===== config.mk =====
export PLATFORM = sky130hd
export DESIGN_NAME = toggle_monitor
export DESIGN_NICKNAME = d
export VERILOG_FILES = /design/src/rtl/toggle_monitor_pkg.sv /design/src/rtl/edge_detect.sv /design/src/rtl/toggle_monitor.sv
export SDC_FILE = /design/constraint.sdc
export NUM_CORES = 1
export LEC_CHECK = 0
export CAP_MARGIN = 20
export CORE_MARGIN = 4
export CORE_UTILIZATION = 50
export CTS_BUF_LIST = sky130_fd_sc_hd__clkbuf_2 sky130_fd_sc_hd__clkbuf_4 sky130_fd_sc_hd__clkbuf_8
export DETAILED_ROUTE_END_ITERATION = 8
export PLACE_DENSITY = 0.78
export SETUP_SLACK_MARGIN = 0.1
export SYNTH_ARGS = -nofsm -noshare
export SYNTH_HDL_FRONTEND = slang
export SYNTH_SLANG_ARGS = --single-unit

===== constraint.sdc =====
create_clock -name clk -period 2.1 [get_ports clk]
set_input_delay 0.42 -clock clk [delete_from_list [all_inputs] [get_ports clk]]
set_output_delay 0.42 -clock clk [all_outputs]
set_load 0.01 [all_outputs]

===== src/rtl/toggle_monitor_pkg.sv =====
// Shared types and defaults for the toggle monitor.
// Holds the FSM state encoding and default parameter values.
// No logic; imported by the monitor top.
package toggle_monitor_pkg;

    localparam int CNT_W_DEF   = 8;
    localparam int TIMEOUT_DEF = 32;

    typedef enum logic [1:0] {
        IDLE    = 2'd0,
        MEASURE = 2'd1,
        STUCK   = 2'd2
    } state_t;

endpackage


===== src/rtl/edge_detect.sv =====
// Registers the previous sample of q and flags rising/falling transitions.
// rise/fall are combinational against the registered previous sample.
// No backpressure; q is sampled every cycle.
module edge_detect (
    input  logic clk,
    input  logic rstn,
    input  logic q,
    output logic rise,
    output logic fall
);

    logic q_d;

    // Previous-sample register; clr does not touch it so edges stay coherent.
    always_ff @(posedge clk) begin
        if (!rstn) begin
            q_d <= 1'b0;
        end else begin
            q_d <= q;
        end
    end

    assign rise = q & ~q_d;
    assign fall = ~q & q_d;

endmodule


===== src/rtl/toggle_monitor.sv =====
// Monitors a toggle flop: counts transitions, measures rise-to-rise period, flags a stuck input.
// Outputs update at the clock edge that samples the transition (registered, no extra delay).
// No backpressure; period_vld is a single-cycle pulse with no hold-off.
module toggle_monitor
    import toggle_monitor_pkg::*;
#(
    parameter int CNT_W   = CNT_W_DEF,
    parameter int TIMEOUT = TIMEOUT_DEF
) (
    input  logic             clk,
    input  logic             rstn,
    input  logic             q,
    input  logic             clr,
    output logic [CNT_W-1:0] edge_cnt,
    output logic [CNT_W-1:0] period,
    output logic             period_vld,
    output logic             stuck
);

    localparam logic [CNT_W-1:0] CNT_MAX   = '1;
    localparam logic [CNT_W-1:0] CNT_ONE   = CNT_W'(1);
    localparam logic [CNT_W-1:0] IDLE_LAST = CNT_W'(TIMEOUT - 1);

    logic             rise;
    logic             fall;
    logic             edge_any;
    state_t           state;
    state_t           state_nxt;
    logic [CNT_W-1:0] per_cnt;
    logic [CNT_W-1:0] per_nxt;
    logic [CNT_W-1:0] per_inc;
    logic [CNT_W-1:0] idle_cnt;
    logic [CNT_W-1:0] idle_nxt;
    logic             period_upd;

    edge_detect u_edge_detect (
        .clk  (clk),
        .rstn (rstn),
        .q    (q),
        .rise (rise),
        .fall (fall)
    );

    assign edge_any = rise | fall;
    assign per_inc  = (per_cnt == CNT_MAX) ? per_cnt : per_cnt + CNT_ONE;
    assign stuck    = (state == STUCK);

    // State register.
    always_ff @(posedge clk) begin
        if (!rstn) begin
            state <= IDLE;
        end else begin
            state <= state_nxt;
        end
    end

    // Next state, counter next values and period capture strobe; clr overrides everything.
    always_comb begin
        state_nxt  = state;
        per_nxt    = per_cnt;
        idle_nxt   = idle_cnt;
        period_upd = 1'b0;
        case (state)
            IDLE: begin
                if (rise) begin
                    state_nxt = MEASURE;
                    per_nxt   = CNT_ONE;
                    idle_nxt  = '0;
                end else if (fall) begin
                    idle_nxt  = '0;
                end else if (idle_cnt == IDLE_LAST) begin
                    state_nxt = STUCK;
                    idle_nxt  = '0;
                end else begin
                    idle_nxt  = idle_cnt + CNT_ONE;
                end
            end
            MEASURE: begin
                if (rise) begin
                    period_upd = 1'b1;
                    per_nxt    = CNT_ONE;
                    idle_nxt   = '0;
                end else if (fall) begin
                    per_nxt    = per_inc;
                    idle_nxt   = '0;
                end else if (idle_cnt == IDLE_LAST) begin
                    state_nxt  = STUCK;
                    per_nxt    = '0;
                    idle_nxt   = '0;
                end else begin
                    per_nxt    = per_inc;
                    idle_nxt   = idle_cnt + CNT_ONE;
                end
            end
            STUCK: begin
                // Recovering from stuck starts a fresh interval; no period is reported.
                if (rise) begin
                    state_nxt = MEASURE;
                    per_nxt   = CNT_ONE;
                end else if (fall) begin
                    state_nxt = IDLE;
                end
            end
            default: begin
                state_nxt = IDLE;
                per_nxt   = '0;
                idle_nxt  = '0;
            end
        endcase
        if (clr) begin
            state_nxt  = IDLE;
            per_nxt    = '0;
            idle_nxt   = '0;
            period_upd = 1'b0;
        end
    end

    // Measurement counters and period capture; period survives clr.
    always_ff @(posedge clk) begin
        if (!rstn) begin
            per_cnt    <= '0;
            idle_cnt   <= '0;
            period     <= '0;
            period_vld <= 1'b0;
        end else begin
            per_cnt    <= per_nxt;
            idle_cnt   <= idle_nxt;
            period_vld <= period_upd;
            if (period_upd) begin
                period <= per_cnt;
            end
        end
    end

    // Saturating transition counter.
    always_ff @(posedge clk) begin
        if (!rstn) begin
            edge_cnt <= '0;
        end else if (clr) begin
            edge_cnt <= '0;
        end else if (edge_any && (edge_cnt != CNT_MAX)) begin
            edge_cnt <= edge_cnt + CNT_ONE;
        end
    end

endmodule


After elaboration in Yosys (flattened, before gate mapping)
Cells that the tools add are included.
Word-level totals
  output and inout port bits: 18
  word-level logic and storage cells: 50
  flip-flop bits (word level): 36
  bits of input ports: 4
Cells by class
  bitwise operators: 6
  equality and inequality tests: 8
  reduce and logical (&&, ||, !) cells: 6
  add/sub/neg operators: 3
  mux-type cells: 20
Operator list (number)
  two-way mux 8 bit: 8
  one-hot mux 8 bit (2 select lines): 2
  adder 8 x 1 -> 8 bit, second input constant: 3
  two-way mux 2 bit: 6
  equality test 8 x 5 -> 1 bit, second input constant: 1
  equality test 8 bit, second input constant: 1
  inequality test 8 bit, second input constant: 1
  one-hot mux 2 bit (3 select lines): 1
  OR reduction 2 bit: 3
  two-way mux 1 bit: 3
  inequality test 3 x 1 -> 1 bit, second input constant: 1
  NOT 1 bit: 3
  bitwise AND 1 bit: 2
  equality test 2 x 1 -> 1 bit, second input constant: 1
  equality test 2 bit, second input constant: 1
  zero test 2 bit: 1
  inequality test 2 x 1 -> 1 bit, second input constant: 1
  inequality test 2 bit, second input constant: 1
  AND reduction 2 bit: 1
  logical AND 1 bit: 1
  bitwise OR 1 bit: 1

Logic depth before layout (Yosys ltp)
Gate-level depths: netlist of the first run.
  word-level depth: 6
  gate-level depth with buffers: 7
  mapped depth without buffers: 6

Modules after synthesis
From an unflattened synthesis of the first run, not the netlist that was laid out.
Second synthesis, totals
  cells, all modules: 197
  area, all modules: 1730.4 µm²
Modules (own cells, without submodules)
  toggle_monitor: times used 1, area an instance 1691.6 µm², cells an instance 193, sequential area each 700.7 µm²
  edge_detect: times used 1, area an instance 38.8 µm², cells an instance 4, sequential area each 20.0 µm²

Least setup slack after synthesis of the first run
Ideal clock, no wire load.
  kind: reg-to-reg
  from: register idle_cnt[0]
  to: register per_cnt[2]
  path buffers: 2
  setup slack: 133 ps
  period minus slack after synthesis: 1967 ps
  cell stages (with the launch flop): 8
  library setup time: 116 ps
  arrival time: 1851 ps
  cells stage by stage: dfxtp_1 > ha_1 > or4b_4 > buf_6 > o311a_1 > buf_6 > a21o_1 > o211a_1
Between the ends
  longest elaborated chain between the ends: 5
RTL lines
  from (decl): RTL line toggle_monitor.sv:32  | logic [CNT_W-1:0] idle_cnt;
  from (signal assigned): RTL line toggle_monitor.sv:127  | idle_cnt <= idle_nxt;
  equality test 8 x 5 -> 1 bit: RTL line toggle_monitor.sv:86  | end else if (idle_cnt == IDLE_LAST) begin
  two-way mux 8 bit: RTL line toggle_monitor.sv:86
  two-way mux 8 bit: RTL line toggle_monitor.sv:83  | end else if (fall) begin
  two-way mux 8 bit: RTL line toggle_monitor.sv:79  | if (rise) begin
  one-hot mux 8 bit (2 select lines): RTL line toggle_monitor.sv:63  | case (state)
  to (signal assigned): RTL line toggle_monitor.sv:126  | per_cnt <= per_nxt;
  to (decl): RTL line toggle_monitor.sv:29  | logic [CNT_W-1:0] per_cnt;
Every way passes these cells.
A chain may end at the register's enable or synchronous reset.

Worst setup path after layout of the first run
Same ends and word-level chain as after synthesis.

==> results.py, run 1 <==
metrics = {
    "worst_setup_path": {
        "cpPeakStageDelay_ns": 0.53,
        "r2r-end": "per_cnt[2]",
        "cp_data_arrival_time_ns": 2.15,
        "reg2reg_depth": 5,
        "required_ns": 2.34,
        "cp_max_fo": 9,
        "crit_type": "flip-flop to flip-flop",
        "worstSetupStartpointType": "flip-flop",
        "crit_chain": "ha_2, or4b_4, o311a_4, a21o_1, o211a_1",
        "slowest_stage": "or4b_4",
        "r2r_start": "idle_cnt[0]",
        "rrSetupSlack_ns": 0.18,
        "end_kind": "flip-flop",
    },
    "cts": {
        "clk-insertion-delay-late_ns": 0.35,
        "cts-root-buf": "clkbuf_4",
        "post-cts-setup-buffers": 0,
        "clockBufferDepth": 2,
        "clock-sinks": 36,
        "ctsHoldBuffers": 0,
        "htree_levels": 2,
        "cts_tree": "built",
        "clkTransAtPathRegs_ns": 0.11,
        "cts_made_buffers": 5,
    },
    "synth": {
        "syn-instance-count": 201,
        "yosysWarningCount": 0,
        "synth_ff_type": "dfxtp_1",
        "yosysUniqueCellTypes": 46,
        "ys_top_cells_by_area": "dfxtp_1, mux2i_1, nor2_1",
        "yosysSeqAreaShare_pct": 40.6,
        "synth_nets": 210,
        "yosys.area.top_type": "dfxtp_1",
        "yosysTopAreaCellShare_pct": 40.6,
        "async_flop_share_pct": 0,
        "synth_enable_flop_cells": 0,
        "syn_area_um2": 1770,
        "ys_ff_latch": 36,
        "syn_area_per_cell_um2": 8.83,
    },
    "global_route": {
        "grtUsageTotal_pct": 19.8,
        "met3_usage_pct": 6.16,
        "grt_max_degree": 14,
        "first_global_vias": 1470,
        "busiest_layer": "met2",
        "grt_overflow_total": 0,
        "antenna_found_initial": 0,
        "grt_pass1_wl_mm": 6.80,
        "grt_use_met1_pct": 26.4,
        "grt_util_met2_pct": 29.6,
    },
    "timing": {
        "rsz0062_at_grt": "false",
        "finalSetupViolations": 0,
        "tns_ns": 0,
        "fmax_ghz": 0.522,
        "drv_slew": 0,
        "fin_crit_ns": 1.92,
        "finalHoldViolations": 0,
        "fin_hold_ws_ns": 0.517,
        "slew_headroom_pct": 72.4,
        "worst_pin_slew_ns": 0.414,
        "fin_skew_ns": 0.0151,
        "period_share_pct": 91.2,
        "setup_ws_ns": 0.185,
    },
    "route": {
        "drt_iter0_drc": 111,
        "antenna_left": 0,
        "vias": 1604,
        "dr.pass1.iters": 4,
        "routed_wl_mm": 3.94,
        "via_per_inst": 5.73,
        "drc": 0,
        "wl_per_cell_um": 14.1,
    },
    "place": {
        "place_ws_ns": -0.145,
        "io_buffers": 21,
        "placedInstanceArea_um2": 2100,
        "gp_congestion": 0.852,
        "hpwlAfterDp_mm": 2.74,
    },
    "floorplan": {
        "rows": 21,
        "ios": 22,
        "die-area_um2": 4570,
        "die_y_um": 67.6,
        "die_x_um": 67.6,
        "core_um2": 3390,
        "start_util_pct": 52.3,
    },
    "min_path": {
        "hold_start": "idle_cnt[6]",
        "min_to": "idle_cnt[6]",
        "min_path_type": "flip-flop to flip-flop",
        "hold_depth": 2,
    },
    "power_and_ir_drop": {
        "p_int_uw": 877,
        "p_per_area_nw_per_um2": 533,
        "ir_drop_v": 0.000413,
        "p_clk_share_pct": 31.5,
        "p_leak_nw": 0.785,
        "comb_power_share_pct": 8.8,
        "p_sw_share_pct": 25.1,
        "p_switching_uw": 294,
        "p_seq_share_pct": 59.6,
    },
    "status": {
        "status": "complete, no violations",
    },
    "run": {
        "maxCapViolCount": 0,
    },
    "layout": {
        "final_area_um2": 2200,
        "finalNetCount": 243,
        "final_core_util_pct": 64.8,
        "diodes": 0,
        "area_growth_pct": 23.8,
        "drive_gt1_share_pct": 14.1,
    },
}
worst max-delay path, delay by kind of cell, from the launching register on:
kind	cells	cell delay [ns]
AND/OR/NAND/NOR	1	0.53
flip-flops	1	0.37
adder cells (fa/ha/maj)	1	0.21
AO/OA/AOI/OAI	3	0.69
routing by layer:
layer	up-vias	wire length, um
met1	748	1870
met4	0	60
met3	8	204
met5	-	0
met2	45	1810
li1	803	-
flip-flops by register name, indices dropped and copies added (netlist names):
signal	count
state	2
u_edge_detect.q_d	1
per_cnt	8
period	8
edge_cnt	8
period_vld	1
idle_cnt	8
how the worst max path moves through the flow:
stage	startpoint	to	slack, ns
6_report	idle_cnt[0]	per_cnt[2]	0.18
5_1_grt	idle_cnt[0]	per_cnt[3]	0.10
4_1_cts	idle_cnt[0]	per_cnt[2]	0.10
3_5_place_dp	q	idle_cnt[3]	-0.15
3_3_place_gp	q	edge_cnt[7]	-0.06
2_1_floorplan	idle_cnt[0]	per_cnt[2]	0.13
power groups by stage:
| stage | Combinational, mW | Sequential, mW | Clock [mW] |
|---|---|---|---|
| 6_report | 0.103 | 0.698 | 0.369 |
| 5_1_grt | 0.114 | 0.699 | 0.412 |
| 4_1_cts | 0.0997 | 0.697 | 0.374 |
| 3_5_place_dp | 0.0980 | 0.713 | 0 |
| 3_3_place_gp | 0.0962 | 0.712 | 0 |
| 2_1_floorplan | 0.0578 | 0.711 | 0 |
stage by stage:
stage               instances  total power, mW
finish                    280             1.17
global route              280             1.22
CTS                       280             1.17
detailed placement        273            0.811
global placement          273            0.809
floorplan                 201            0.769
cell usage after synthesis (all sizes together), types with 5 or more instances:
master and count:
ha 5, dfxtp 36, clkbuf 5, o21ai 5, nor2b 9, nor2 21, nor3 8, nand2 11
nand3 10, nand4 6, a21oi 11, inv 6, xnor2 5, mux2i 11
kinds of logic after synthesis:
group           after synthesis  share of synthesized area (%)
flops                        36                           40.6
fa+ha+maj                     5                           3.53
mux                          11                           6.21
compound gates               38                           15.0
buf+inv                      15                           4.09
simple gates                 89                           27.1
xor+xnor                      7                           3.46
repair_timing:
action / 4_1_cts / 5_1_grt
hold endpoints to repair: 0 / 0
pin swaps: 0 / 1
setup endpoints to repair: 1 / 8
resized for setup: 5 / 5
cells in the final DEF, fill, tap and decap left out, drive strengths merged, types with 3 or more instances in the layout:
| cell type | n |
|---|---|
| a211oi | 3 |
| nor2 | 21 |
| nor2b | 9 |
| nand3 | 10 |
| clkbuf | 6 |
| buf | 14 |
| a31oi | 4 |
| ha | 5 |
| mux2i | 11 |
| nor3 | 8 |
| o21ai | 5 |
| nor4 | 4 |
| clkdlybuf4s50 | 20 |
| inv | 6 |
| and2 | 3 |
| a21oi | 11 |
| xnor2 | 5 |
| and3 | 4 |
| nand4 | 6 |
| nand2 | 11 |
| dfxtp | 36 |
layout make-up:
type / count / area, um^2
clock buffers: 6 / 45.0
clock inverters: 1 / 5.00
fillers: 273 / 1190
inverters: 6 / 25.0
multi-input cells: 150 / 1020
flip-flops and latches: 36 / 723
well taps: 46 / 57.6
repair buffers: 35 / 318
Power figures use the tool's default switching activity.
==> run 2, diff against run 1 <==
CTS_BUF_LIST = not set   (was sky130_fd_sc_hd__clkbuf_2 sky130_fd_sc_hd__clkbuf_4 sky130_fd_sc_hd__clkbuf_8)
==> results.py, run 2 (synthesis results as in run 1) <==
metrics = {
    "status": {
        "status": "complete, no violations",
    },
    "floorplan": {
        "ios": 22,
        "die-area_um2": 4570,
        "die_x_um": 67.6,
        "rows": 21,
        "core_um2": 3390,
        "die_y_um": 67.6,
        "start_util_pct": 52.3,
    },
    "layout": {
        "num-fill-cells": 278,
        "layout_commonest_cell": "dfxtp_1",
        "final_cell_mix": "dfxtp_1, nor2_1, clkdlybuf4s50_1",
        "diodes": 0,
        "finalNetCount": 243,
        "area_growth_pct": 23.1,
        "final_area_um2": 2180,
        "drive_gt1_share_pct": 13.7,
    },
    "power_and_ir_drop": {
        "p_switching_uw": 287,
        "finalPower_mw": 1.15,
        "ir_drop_v": 0.000404,
        "p_sw_share_pct": 25.0,
        "p_leak_nw": 0.780,
        "p_per_area_nw_per_um2": 527,
        "p_int_uw": 863,
        "comb_power_share_pct": 8.8,
        "p_clk_share_pct": 30.5,
        "p_seq_share_pct": 60.6,
    },
    "route": {
        "antenna_left": 0,
        "dr.pass1.iters": 4,
        "via_per_inst": 5.75,
        "vias": 1610,
        "wl_per_cell_um": 13.9,
        "routed_wl_mm": 3.90,
        "drt_iter0_drc": 127,
        "drc": 0,
    },
    "worst_setup_path": {
        "cpPeakStageDelay_ns": 0.52,
        "worstSetupStartpointType": "flip-flop",
        "rrSetupSlack_ns": 0.19,
        "r2r_start": "idle_cnt[0]",
        "path_buf_inv": 0,
        "required_ns": 2.33,
        "crit_type": "flip-flop to flip-flop",
        "slowest_stage": "or4b_4",
        "end_kind": "flip-flop",
        "crit_family": "compound AO/OA/AOI/OAI gates",
        "reg2reg_depth": 5,
        "cp_data_arrival_time_ns": 2.14,
        "crit_chain": "ha_2, or4b_4, o311a_4, a21o_1, o211a_1",
        "path_depth": 5,
        "cp_max_fo": 9,
        "r2r-end": "per_cnt[2]",
    },
    "min_path": {
        "hold_start": "idle_cnt[6]",
        "min_to": "idle_cnt[6]",
        "hold_depth": 2,
        "min_path_type": "flip-flop to flip-flop",
    },
    "timing": {
        "fin_crit_ns": 1.91,
        "rsz0062_at_grt": "true",
        "drv_slew": 0,
        "slew_headroom_pct": 75.4,
        "fin_skew_ns": 0.0115,
        "fmax_ghz": 0.524,
        "period_share_pct": 90.9,
        "finalSetupViolations": 0,
        "finalHoldViolations": 0,
        "worst_pin_slew_ns": 0.359,
    },
    "cts": {
        "post-cts-setup-buffers": 0,
        "cts_made_buffers": 5,
        "clkTransAtPathRegs_ns": 0.11,
        "cts-root-buf": "clkbuf_4",
        "cts_tree": "built",
        "clk-insertion-delay-late_ns": 0.34,
        "htree_levels": 2,
        "ctsHoldBuffers": 0,
        "clockBufferDepth": 2,
        "clock-sinks": 36,
    },
    "place": {
        "io_buffers": 21,
        "placedInstanceArea_um2": 2100,
        "hpwlAfterDp_mm": 2.74,
        "gp_congestion": 0.852,
    },
    "global_route": {
        "first_global_vias": 1470,
        "grt_pass1_wl_mm": 6.79,
        "grt_max_degree": 14,
        "grt_overflow_total": 0,
        "antenna_found_initial": 0,
        "grtUsageTotal_pct": 19.7,
    },
    "run": {
        "maxCapViolCount": 0,
    },
}
[run 2: routing by layer]
| metal | GRT usage (%) | up-vias | share of wire, % |
|---|---|---|---|
| li1 | - | 803 | - |
| met1 | 26.1 | 750 | 47 |
| met2 | 29.5 | 50 | 46 |
| met3 | 5.99 | 7 | 5.3 |
| met4 | 7.85 | 0 | 1.4 |
| met5 | 0 | - | 0 |
[run 2: how the worst max path moves through the flow]
| stage | from | endpoint | slack [ns] |
|---|---|---|---|
| 6_report | idle_cnt[0] | per_cnt[2] | 0.19 |
| 5_1_grt | idle_cnt[0] | per_cnt[4] | 0.07 |
| 4_1_cts | idle_cnt[0] | per_cnt[2] | 0.10 |
| 3_5_place_dp | q | idle_cnt[3] | -0.15 |
| 3_3_place_gp | q | edge_cnt[7] | -0.06 |
| 2_1_floorplan | idle_cnt[0] | per_cnt[2] | 0.13 |
[run 2: area by class of cell]
| type | instances | area [um^2] | share of cell area [%] |
|---|---|---|---|
| clock buffers | 6 | 41.3 | 1.89 |
| clock inverters | 1 | 5.00 | 0.229 |
| inverters | 6 | 25.0 | 1.15 |
| multi-input cells | 150 | 1010 | 46.4 |
| flip-flops and latches | 36 | 723 | 33.1 |
| well taps | 46 | 57.6 | 2.64 |
| repair buffers | 35 | 318 | 14.6 |
[run 2: metrics by stage]
stage | util [%] | TNS [ns] | hold slack [ns] | std cells | worst slack (ns)
6_report | 64.4 | 0 | 0.517 | 280 | 0.191
5_1_grt | 64.4 | 0 | 0.537 | 280 | 0.0728
4_1_cts | 63.8 | 0 | 0.514 | 280 | 0.102
3_5_place_dp | 62.1 | -1.25 | 0.497 | 273 | -0.145
3_3_place_gp | 62.1 | -0.363 | 0.493 | 273 | -0.0574
2_1_floorplan | - | 0 | 0.462 | 201 | 0.133
[run 2: power by group through the flow]
| stage | clock [mW] | sequential (mW) | combinational [mW] |
|---|---|---|---|
| after detailed placement | 0 | 0.713 | 0.0980 |
| after floorplan | 0 | 0.711 | 0.0578 |
| final | 0.351 | 0.698 | 0.101 |
| after CTS | 0.360 | 0.697 | 0.0997 |
| after global placement | 0 | 0.712 | 0.0962 |
| after global routing | 0.393 | 0.699 | 0.112 |
[run 2: what timing repair did]
| item | 4_1_cts | 5_1_grt |
|---|---|---|
| endpoints found under the setup margin | 1 | 8 |
| gates resized for setup | 5 | 4 |
| pin swaps | 0 | 1 |
[run 2: worst register-to-register path: cells and delay by family, from the launching register on]
kind                     cells  cell delay [ns]
AND/OR/NAND/NOR              1             0.52
adder cells (fa/ha/maj)      1             0.21
flip-flops                   1             0.37
AO/OA/AOI/OAI                3             0.69
